==> src/rtl/seq_divider.sv <==
// 4-bit unsigned restoring divider, one quotient bit per cycle.
// Start/busy/done handshake; results held until the next completion.
module seq_divider (
  input  logic       clk,
  input  logic       rst,
  input  logic       start,
  input  logic [3:0] dividend,
  input  logic [3:0] divisor,
  output logic [3:0] quotient,
  output logic [3:0] remainder,
  output logic       busy,
  output logic       done,
  output logic       div_by_zero
);

  typedef enum logic [1:0] {
    IDLE = 2'd0,
    CALC = 2'd1,
    DONE = 2'd2
  } state_e;

  state_e     state_q, state_d;
  logic [3:0] q_q, q_d;
  logic [3:0] d_q, d_d;
  logic [4:0] r_q, r_d;
  logic [1:0] cnt_q, cnt_d;
  logic [3:0] quo_q, quo_d;
  logic [3:0] rem_q, rem_d;
  logic       dbz_q, dbz_d;

  logic [4:0] shifted;
  logic [5:0] sum;
  logic [4:0] trial;
  logic       no_borrow;
  logic       accept;

  // Trial subtraction as add of inverted divisor plus carry-in.
  always_comb begin
    shifted   = {r_q[3:0], q_q[3]};
    sum       = {1'b0, shifted}
              + {1'b0, ~{1'b0, d_q}}
              + 6'd1;
    trial     = sum[4:0];
    no_borrow = sum[5];
    accept    = start
              && (state_q == IDLE
              ||  state_q == DONE);
  end

  always_ff @(posedge clk or posedge rst) begin
    if (rst) begin
      state_q <= IDLE;
      q_q     <= 4'd0;
      d_q     <= 4'd0;
      r_q     <= 5'd0;
      cnt_q   <= 2'd0;
      quo_q   <= 4'd0;
      rem_q   <= 4'd0;
      dbz_q   <= 1'b0;
    end else begin
      state_q <= state_d;
      q_q     <= q_d;
      d_q     <= d_d;
      r_q     <= r_d;
      cnt_q   <= cnt_d;
      quo_q   <= quo_d;
      rem_q   <= rem_d;
      dbz_q   <= dbz_d;
    end
  end

  always_comb begin
    state_d = state_q;
    unique case (state_q)
      IDLE, DONE: begin
        if (accept)
          state_d = (divisor == 4'd0)
                  ? DONE : CALC;
        else
          state_d = IDLE;
      end
      CALC: begin
        if (cnt_q == 2'd3)
          state_d = DONE;
      end
      default: state_d = IDLE;
    endcase
  end

  always_comb begin
    q_d   = q_q;
    d_d   = d_q;
    r_d   = r_q;
    cnt_d = cnt_q;
    quo_d = quo_q;
    rem_d = rem_q;
    dbz_d = dbz_q;
    if (accept) begin
      q_d   = dividend;
      d_d   = divisor;
      r_d   = 5'd0;
      cnt_d = 2'd0;
      if (divisor == 4'd0) begin
        quo_d = 4'hF;
        rem_d = dividend;
        dbz_d = 1'b1;
      end
    end else if (state_q == CALC) begin
      r_d   = no_borrow ? trial : shifted;
      q_d   = {q_q[2:0], no_borrow};
      cnt_d = cnt_q + 2'd1;
      if (cnt_q == 2'd3) begin
        quo_d = {q_q[2:0], no_borrow};
        rem_d = r_d[3:0];
        dbz_d = 1'b0;
      end
    end
  end

  always_comb begin
    busy        = 1'b0;
    done        = 1'b0;
    quotient    = quo_q;
    remainder   = rem_q;
    div_by_zero = dbz_q;
    unique case (state_q)
      CALC:    busy = 1'b1;
      DONE:    done = 1'b1;
      default: ;
    endcase
  end

endmodule

==> config.mk <==
export PLATFORM = sky130hd
export DESIGN_NAME = seq_divider
export DESIGN_NICKNAME = d
export VERILOG_FILES = /design/src/rtl/seq_divider.sv
export SDC_FILE = /design/constraint.sdc
export NUM_CORES = 1
export LEC_CHECK = 0
export BUFFER_PORTS_ARGS = -buffer_cell sky130_fd_sc_hd__buf_2
export CORE_MARGIN = 3
export CORE_UTILIZATION = 40
export CTS_BUF_LIST = sky130_fd_sc_hd__clkbuf_2
export DETAILED_ROUTE_END_ITERATION = 16
export GPL_ROUTABILITY_DRIVEN = 1
export PLACE_DENSITY = 0.6
export SLEW_MARGIN = 5
export SYNTH_ARGS = -nofsm -noshare
export SYNTH_HDL_FRONTEND = slang
export SYNTH_SLANG_ARGS = --single-unit
==> constraint.sdc <==
create_clock -name clk -period 1.9 [get_ports clk]
set_input_delay 0.475 -clock clk [delete_from_list [all_inputs] [get_ports clk]]
set_output_delay 0.475 -clock clk [all_outputs]
set_load 0.005 [all_outputs]
==> reports/qor.csv <==
metric,value,unit
drt_iter0_drc,19,
synth_flop_cell,dfrtp_1,
vdd_drop_max,0.728,mV
utilization,50.8,%
gp_congestion,0.714,
clock-root-buffer,clkbuf_2,
ant_nets,0,
hold_viol,0,
initial_core_util,43.0,%
diodes,0,
cp-start-kind,flip-flop,
vias,932,
fin_crit,1800,ps
firstDrtPassIters,4,
dieArea,3710,um^2
vias_per_cell,5.30,
netlist_area,1210,um^2
setup_violations,0,
wl_met3,74,um
gr-total-overflow,0,
cts_buffer_depth,2,
worstPathArrival,2100,ps
drive_gt1_share,31.0,%
antenna_found_initial,0,
critPathKind,flip-flop to flip-flop,
cap_violations,0,
max_stage_delay,430,ps
avgRoutedWirePerCell,14.1,um
tritoncts,done,
skew,9.38,ps
rsz0062_at_grt,yes,
cts_hold_buf,0,
crit_required,2200,ps
seq_area_frac_synth,51.8,%
cts_buffers,3,
clk_pin_slew,240,ps
grt_pass1_wl,4100,um
netlist_instances,118,
max_slew_margin,53.6,%
die_x,60.9,um
regArea,626,um^2
portBuffers,21,
fillers,283,
synthesis.nets,135,
cts-htree-levels,1,
drv_slew,0,
cp_cell_sequence,"inv_2, ha_4, nor2b_4, o31ai_4, buf_4, nand4_1, a21boi_2, a31oi_1",
gr-usage-all-layers,15.2,%
ys_ff_latch,25,
p_per_area,1840,nW/um^2
ios,22,
critPathCaptureType,flip-flop,
clk_latency,350,ps
wl_met2,1160,um
fin_crit_sh,94.7,%
setup_tns,0,ps
multi_input_area,561,um^2
dieHeight,60.9,um
wl_met1,1210,um
ys_warn_count,0,
async_flop_share,100,%
grt_pass1_vias,887,
hpwl,1900,um
wl,2480,um
syn_area_per_cell,10.2,um^2
slowest_stage,dfrtp_1,
status,"complete, no violations",
synth.distinct_cells,34,
grt_start_max_net_pins,26,
post-route-drc-count,0,
rows,19,
hold_path.class,primary input to asynchronous set/reset pin,
tightestPinTransition,694,ps
clkSinkCount,25,
fmax,556,MHz
synth-edff-count,0,
coreArea,2810,um^2
topRoutingLayerUsed,met4,
nets,163,
area_delta_synth_final,17.9,%
p_leak,0.663,nW
cp_max_fo,6,
==> power breakdown <==
group          total [mW]  internal, mW  switching (mW)
registers           0.936         0.788           0.148
logic                1.47         0.673           0.800
clock network       0.210        0.0489           0.162
total                2.62          1.51            1.11
==> stage by stage <==
stage / std cells / power [mW] / setup slack [ps] / area [um^2] / hold slack, ps
2_1_floorplan: 118 / 1.92 / 277 / 1210 / 450
3_3_place_gp: 171 / 2.28 / 143 / 1360 / 456
3_5_place_dp: 171 / 2.30 / 114 / 1360 / 472
4_1_cts: 175 / 2.52 / 87.6 / 1390 / 127
5_1_grt: 176 / 2.89 / -41.4 / 1420 / 80.1
6_report: 176 / 2.62 / 100 / 1420 / 127
==> final timing paths <==
| kind | start | to | slack, ps | depth (start not counted) |
|---|---|---|---|---|
| min in group clk | dividend[1] | q_q[1]$_DFFE_PP0P_ | 330 | 3 |
| max reg2reg | d_q[1]$_DFFE_PP0P_ | remainder[2]$_DFFE_PP0P_ | 100 | 8 |
| max in group asynchronous | rst | state_q[0]$_DFFE_PP0P_ | 1530 | 3 |
| min reg2reg | quotient[1]$_DFFE_PP0P_ | quotient[1]$_DFFE_PP0P_ | 520 | 1 |
| max | d_q[1]$_DFFE_PP0P_ | remainder[2]$_DFFE_PP0P_ | 100 | 8 |
| min | rst | div_by_zero$_DFFE_PP0P_ | 130 | 3 |
==> area by class of cell <==
type / count / area share (%)
clock inverters: 1 / 0.527
flip-flops and latches: 25 / 43.9
multi-input cells: 82 / 39.4
repair buffers: 27 / 10.5
well taps: 31 / 2.72
clock buffers: 3 / 1.05
inverters: 7 / 1.85
==> cell usage after synthesis (2+ instances only) <==
master	number	area, um^2
nand2_1	25	93.8
nand3_1	2	10.0
o21ai_0	8	40.0
nand2b_1	2	12.5
o22a_1	4	35.0
ha_1	5	62.6
nand4_1	2	12.5
buf_2	3	15.0
inv_1	6	22.5
dfrtp_1	25	626
nor2_1	7	26.3
nand2_2	2	12.5
a31oi_1	4	25.0
nor2b_1	2	12.5
a41oi_1	2	17.5
==> worst max-delay path: cells and delay by family (launching register included) <==
family | cells | cell delay, ps
buffers and inverters | 2 | 270
AOI/OAI and AO/OA | 3 | 660
DFF | 1 | 430
and+or+nand+nor | 2 | 210
adders and majority gates | 1 | 190
==> placed cells by master, fill, tap and decap left out, types with 2 or more instances in the layout <==
cell and count:
nor2_1 7, nor2b_1 2, o21ai_1 3, nand2_2 2, nand3_1 2, inv_2 2, o22a_1 4, clkbuf_2 3
buf_4 6, nand2_1 25, inv_1 5, dfrtp_1 25, nand2b_1 2, o21ai_0 6, a31oi_1 4, ha_1 3
nand4_1 2, buf_2 21
==> cells by family (layout without fill, tap and decap cells) <==
logic type	after synthesis	after routing	share of synthesized area [%]
compound gates	28	28	17.0
xor+xnor	1	1	0.726
fa+ha+maj	6	6	6.84
buf+inv	11	38	4.35
flops	25	25	51.8
mux	1	1	0.829
simple gates	46	46	18.4
==> flip-flops by register name, summed over array words and instances (netlist names) <==
register,count
state_q,2
cnt_q,2
d_q,4
div_by_zero,1
q_q,4
remainder,4
quotient,4
r_q,4
==> repair_timing <==
item,in CTS,in global routing
setup endpoints to repair,0,5
resized for setup,0,8
buffers inserted,0,1
==> layer usage <==
| layer | vias up | track usage (%) |
|---|---|---|
| li1 | 467 | - |
| met1 | 444 | 21.1 |
| met2 | 16 | 23.7 |
| met3 | 5 | 2.55 |
| met4 | 0 | 5.57 |
| met5 | - | 0 |
No activity file was read; power rests on OpenSTA's default activity.
